--- src/rtl/comparator_pkg.sv ---
// Shared encodings for the sequential magnitude comparator.
package comparator_pkg;

  // Controller states.
  typedef enum logic {
    ST_IDLE = 1'b0,
    ST_CMP  = 1'b1
  } state_t;

  // Outcome of a comparison before it is loaded into the result flags.
  typedef enum logic [1:0] {
    RES_EQ = 2'd0,
    RES_GT = 2'd1,
    RES_LT = 2'd2
  } result_t;

endpackage

--- src/rtl/slice_compare.sv ---
// Combinational unsigned compare of one SLICE-bit operand slice.
module slice_compare #(
  parameter int SLICE = 4
) (
  input  logic [SLICE-1:0] a,
  input  logic [SLICE-1:0] b,
  output logic             eq,
  output logic             gt
);

  // Equality and unsigned greater-than of the selected slice.
  always_comb begin
    eq = (a == b);
    gt = (a > b);
  end

endmodule

--- src/rtl/magnitude_comparator_seq.sv ---
// Multi-cycle WIDTH-bit magnitude comparator, SLICE bits per clock, MSB slice first.
// Optional macro COMP_EARLY_EXIT_EN: finish at the first differing slice instead of
// always walking down to slice 0.
//
//   state   | meaning
//   --------+-----------------------------------------------------------
//   ST_IDLE | waiting for start; results hold their last value
//   ST_CMP  | comparing slice idx of the latched operands, one per clock
module magnitude_comparator_seq
  import comparator_pkg::*;
#(
  parameter int WIDTH = 16,
  parameter int SLICE = 4
) (
  input  logic             clk,
  input  logic             rst,
  input  logic             start,
  input  logic [WIDTH-1:0] a,
  input  logic [WIDTH-1:0] b,
  input  logic             signed_mode,
  output logic             busy,
  output logic             done,
  output logic             equal,
  output logic             greater,
  output logic             less
);

  localparam int NSLICE = WIDTH / SLICE;
  localparam int IDXW   = (NSLICE > 1) ? $clog2(NSLICE) : 1;
  localparam logic [IDXW-1:0]  IDX_TOP  = IDXW'(NSLICE - 1);
  localparam logic [WIDTH-1:0] MSB_MASK = WIDTH'(1) << (WIDTH - 1);

  state_t            state;
  state_t            state_nxt;
  logic [WIDTH-1:0]  op_a;
  logic [WIDTH-1:0]  op_b;
  logic [WIDTH-1:0]  sh_a;
  logic [WIDTH-1:0]  sh_b;
  logic [WIDTH-1:0]  flip;
  logic [IDXW-1:0]   idx;
  logic [SLICE-1:0]  sl_a;
  logic [SLICE-1:0]  sl_b;
  logic              sl_eq;
  logic              sl_gt;
  logic              resolved;
  logic              res_gt_q;
  logic              accept;
  logic              finish;
  result_t           res_cur;

  // Signed operands become offset-binary so a plain unsigned compare orders them.
  assign flip = signed_mode ? MSB_MASK : '0;
  assign busy = (state == ST_CMP);

  // Select the slice under comparison from the latched operands.
  always_comb begin
    sh_a = op_a >> (SLICE * int'(idx));
    sh_b = op_b >> (SLICE * int'(idx));
    sl_a = sh_a[SLICE-1:0];
    sl_b = sh_b[SLICE-1:0];
  end

  slice_compare #(.SLICE(SLICE)) u_slice_compare (
    .a  (sl_a),
    .b  (sl_b),
    .eq (sl_eq),
    .gt (sl_gt)
  );

  // State register.
  always_ff @(posedge clk) begin
    if (rst) state <= ST_IDLE;
    else     state <= state_nxt;
  end

  // Next-state decode: accept start in IDLE, decide when CMP completes.
  always_comb begin
    state_nxt = state;
    accept    = 1'b0;
    finish    = 1'b0;
    unique case (state)
      ST_IDLE: begin
        if (start) begin
          accept    = 1'b1;
          state_nxt = ST_CMP;
        end
      end
      ST_CMP: begin
`ifdef COMP_EARLY_EXIT_EN
        finish = (idx == '0) || !sl_eq;
`else
        finish = (idx == '0);
`endif
        if (finish) state_nxt = ST_IDLE;
      end
      default: state_nxt = ST_IDLE;
    endcase
  end

  // Outcome so far: an earlier mismatch wins over the current slice.
  always_comb begin
    res_cur = RES_EQ;
    if (resolved)    res_cur = res_gt_q ? RES_GT : RES_LT;
    else if (!sl_eq) res_cur = sl_gt ? RES_GT : RES_LT;
  end

  // Operand latch, slice walk, sticky mismatch capture and result registers.
  always_ff @(posedge clk) begin
    if (rst) begin
      op_a     <= '0;
      op_b     <= '0;
      idx      <= '0;
      resolved <= 1'b0;
      res_gt_q <= 1'b0;
      done     <= 1'b0;
      equal    <= 1'b0;
      greater  <= 1'b0;
      less     <= 1'b0;
    end else begin
      done <= 1'b0;
      if (accept) begin
        op_a     <= a ^ flip;
        op_b     <= b ^ flip;
        idx      <= IDX_TOP;
        resolved <= 1'b0;
        res_gt_q <= 1'b0;
      end else if (state == ST_CMP) begin
        if (!resolved && !sl_eq) begin
          resolved <= 1'b1;
          res_gt_q <= sl_gt;
        end
        if (finish) begin
          done    <= 1'b1;
          equal   <= (res_cur == RES_EQ);
          greater <= (res_cur == RES_GT);
          less    <= (res_cur == RES_LT);
        end else begin
          idx <= idx - 1'b1;
        end
      end
    end
  end

endmodule
--- config.mk ---
export PLATFORM = sky130hd
export DESIGN_NAME = magnitude_comparator_seq
export DESIGN_NICKNAME = d
export VERILOG_FILES = /design/src/rtl/comparator_pkg.sv /design/src/rtl/slice_compare.sv /design/src/rtl/magnitude_comparator_seq.sv
export SDC_FILE = /design/constraint.sdc
export NUM_CORES = 1
export LEC_CHECK = 0
export ABC_AREA = 1
export CORE_AREA = 2 2 62 64
export DETAILED_ROUTE_END_ITERATION = 7
export DIE_AREA = 0 0 64 66
export PLACE_DENSITY = 0.94
export SLEW_MARGIN = 5
export SYNTH_ARGS = -nofsm -noshare
export SYNTH_HDL_FRONTEND = slang
export SYNTH_SLANG_ARGS = --single-unit
--- constraint.sdc ---
create_clock -name clk -period 3 [get_ports clk]
set_input_delay 0.75 -clock clk [delete_from_list [all_inputs] [get_ports clk]]
set_output_delay 0.75 -clock clk [all_outputs]
set_load 0.1 [all_outputs]
==> impl.org <==
** Drt
- Using the TritonRoute via totals, the vias-per-cell ratio works out to about 5.0.
- Number of design rule violations left after detail routing :: 0
- For this block, the via count after detailed routing is between 1,500 and 2,000.
- Avg WL per Cell :: around 11 um
- Antenna-violating nets left :: 0
- DR pass1 iterations :: 4
- The detailed router finished its first iteration with 137 violations.
- For this block, the routed nets add up to 3760 um of wire.

** Final layout
- Leaving out fill and tap cells, the most frequent cells in the layout are sky130_fd_sc_hd__nor2_1, sky130_fd_sc_hd__dfxtp_1, sky130_fd_sc_hd__o21ai_0, sky130_fd_sc_hd__clkdlybuf4s50_1, sky130_fd_sc_hd__nand2_1.
- The library cell used most frequently in the layout, excluding fill and tap cells, is sky130_fd_sc_hd__nor2_1.
- Summing all multi-input logic gate instances after layout gives ~860 um^2.
- Of the cells placed in the final design, the portion with a size suffix greater than 1 is 0.0750.
- Cell Count, Final, Fillers Out :: between 300 and 400
- Number of antenna repair diodes :: 0
- Compared with the post-synthesis result, the final layout area differs by 23.5%.
- The layout has ~280 filler cells.
- FF+latch area :: slightly above 800 um^2
- After the last flow step, the layout net total stands at 320.

** Die
- Initial cell density of the core :: 0.518
- Die outline height :: around 66 um
- Std-Cell Rows :: 22
- The region available for standard cell placement spans between 3000 and 4000 um^2.
- During I/O placement, the number of pins put on the boundary was 41.
- Area of the die :: 4220 um^2
- Die outline width :: approximately 64 um

** Global routing
- Entering global routing, the biggest net connects 37 pins.
- Global-route usage over all layers :: 0.201
- The first global-routing pass estimated between 6000 and 7000 um of wire.
- The number of antenna violations at the first check in global routing came to 0.
- Total grt overflow :: 0
- The number of global-route vias before repair is about 1,500.

** Clock tree
- For this design, the CTS-stage hold fixing added 0 buffers.
- Largest buffer count on any clock path :: 2
- Buffers inserted during clock tree synthesis total 5.
- Htree depth :: 2
- In this run, post-CTS repair resized a total of 0 instances.
- CTS sink cnt :: approximately 40
- The tree is rooted in a sky130_fd_sc_hd__clkbuf_4.
- TritonCTS built the clock tree.
- Clock Latency Late Sink :: between 300 and 400 ps
- The number of setup buffers added after CTS is 0.
- Clock-pin slew reported for the worst setup and hold paths after clock tree synthesis :: approximately 110 ps

** Logic synthesis
- The synthesized design contains 41 register bits.
- Summed instance area of the synthesized netlist :: roughly 1800 um^2
- Sequential cell area fraction in the yosys report :: 0.446
- Post-Synthesis Net Count :: approximately 290
- Count of distinct cell types in the synthesized netlist :: 26
- The cell count after synthesis came out at approximately 250.
- Synthesized area per cell :: around 7.5 um^2
- During synthesis, Yosys emitted a total of 0 warnings.

** Run
- The tool flagged a number of max-cap violations equal to 0.

** STA
- Dividing the final minimum period by the clock period gives 0.728.
- For the final routed database, the setup TNS stands at 0 ps.
- RSZ-0062 raised after global routing :: no
- The number of max-slew violations in the final report was 0.
- Transition at the pin with the smallest max-transition slack :: between 400 and 500 ps
- The number of hold violations in the final report was 0.
- Setup violation total in the final timing report :: 0
- Clk_skew :: 5.22 ps
- Based on the critical path, the design can be clocked at up to roughly 0.46 GHz.
- Time the final worst path needs with I/O delays and setup :: about 2200 ps
- Max_slew headroom :: 0.686

** Worst setup path
- Of all nets on the critical path, the largest fanout is 20.
- Data on the critical path is required at its endpoint by 3310 ps.
- Cell count of the worst reg-to-reg path :: 11
- Signal arrival time at the worst endpoint :: 2490 ps
- Crit start category :: register
- Crit end category :: register
- The setup path with the least slack is of type reg -> reg.

** Placed design
- The congestion estimate from routability-driven global placement came to roughly 0.89.
- HPWL after DPL :: between 2000 and 3000 um
- Number of instances in the placed design :: between 300 and 400
- Port bufs :: 40

** Min path
- The path class of the tightest hold or removal check is reg -> reg.
- Min-Delay Path Depth :: 2

** Power and ir drop
- P_leak :: 0.960 nW
- Across the VDD grid, the largest voltage drop is between 0.3 and 0.4 mV.
- Power per standard cell area :: ~570 nW/um^2

** Outcome
- Result of the run :: finished clean
[critical path, cell delays in order, from the launching register on]
cell and delay (ps):
sky130_fd_sc_hd__dfxtp_1 630, sky130_fd_sc_hd__inv_2 240, sky130_fd_sc_hd__o21ai_0 200, sky130_fd_sc_hd__nor2_1 60
sky130_fd_sc_hd__a21oi_1 120, sky130_fd_sc_hd__ha_1 250, sky130_fd_sc_hd__nand2_1 70, sky130_fd_sc_hd__inv_1 50
sky130_fd_sc_hd__nand3_1 110, sky130_fd_sc_hd__nand3_1 120, sky130_fd_sc_hd__a21oi_1 160, sky130_fd_sc_hd__o21a_1 140
[final timing paths]
path / from / endpoint / slack [ps]
setup / recovery: idx[0]$_SDFFE_PP0P_ / res_gt_q$_SDFFE_PP0P_ / 820
setup reg to reg: idx[0]$_SDFFE_PP0P_ / res_gt_q$_SDFFE_PP0P_ / 820
hold reg to reg: equal$_SDFFE_PP0P_ / equal$_SDFFE_PP0P_ / 480
hold / removal: equal$_SDFFE_PP0P_ / equal$_SDFFE_PP0P_ / 480
[flip-flops by register name, summed over array words and instances, names as in the netlist]
register,count
busy,1
done,1
equal,1
greater,1
idx,2
less,1
op_a,16
op_b,16
res_gt_q,1
resolved,1
[logic make-up (layout without fill, tap and decap cells)]
family | Yosys count | in the layout | share of synthesized area
adder cells (fa/ha/maj) | 5 | 5 | 0.0340
AND/OR/NAND/NOR | 101 | 101 | 0.220
flip-flops | 41 | 41 | 0.446
buffers and inverters | 28 | 63 | 0.0884
AO/OA/AOI/OAI | 68 | 68 | 0.202
XOR/XNOR | 2 | 2 | 0.00952
[layer usage]
layer,GRT usage,wire length [um]
met3,0.0494,203
met2,0.329,1740
met5,0,0
met4,0.109,77
met1,0.241,1740
[cells in the mapped netlist (all sizes together)]
| cell type | number | share of area |
|---|---|---|
| clkbuf | 1 | 0.0041 |
| xnor2 | 2 | 0.0095 |
| o21ai | 45 | 0.12 |
| a21oi | 14 | 0.042 |
| nand3b | 1 | 0.0041 |
| ha | 5 | 0.034 |
| nand3 | 2 | 0.0054 |
| inv | 14 | 0.030 |
| dfxtp | 41 | 0.45 |
| nand2 | 24 | 0.054 |
| o22ai | 4 | 0.014 |
| nor2 | 73 | 0.15 |
| o21a | 1 | 0.0041 |
| nand4 | 1 | 0.0034 |
| a32o | 3 | 0.016 |
| buf | 13 | 0.054 |
| a31oi | 1 | 0.0034 |
[through the flow]
stage | utilization | hold slack, ps | setup WS, ps | cell area (um^2) | power [mW]
2_1_floorplan | - | 462 | 1220 | 1840 | 0.862
3_3_place_gp | 0.616 | 455 | 972 | 2190 | 0.936
3_5_place_dp | 0.616 | 462 | 875 | 2190 | 0.945
4_1_cts | 0.640 | 479 | 829 | 2270 | 1.31
5_1_grt | 0.640 | 502 | 441 | 2270 | 1.39
6_report | 0.640 | 478 | 817 | 2270 | 1.30
[final cells by class]
class                   instances  area share
well taps                      48      0.0264
repair buffers                 41       0.174
multi-input cells             176       0.377
clock inverters                 1      0.0132
flip-flops and latches         41       0.361
inverters                      14      0.0242
clock buffers                   7      0.0242
[where the power goes]
part	internal, mW	total [mW]	switching (mW)
clock network	0.199	0.370	0.171
logic	0.128	0.309	0.180
registers	0.592	0.626	0.0341
total	0.919	1.30	0.385
Power figures use the tool's default switching activity.
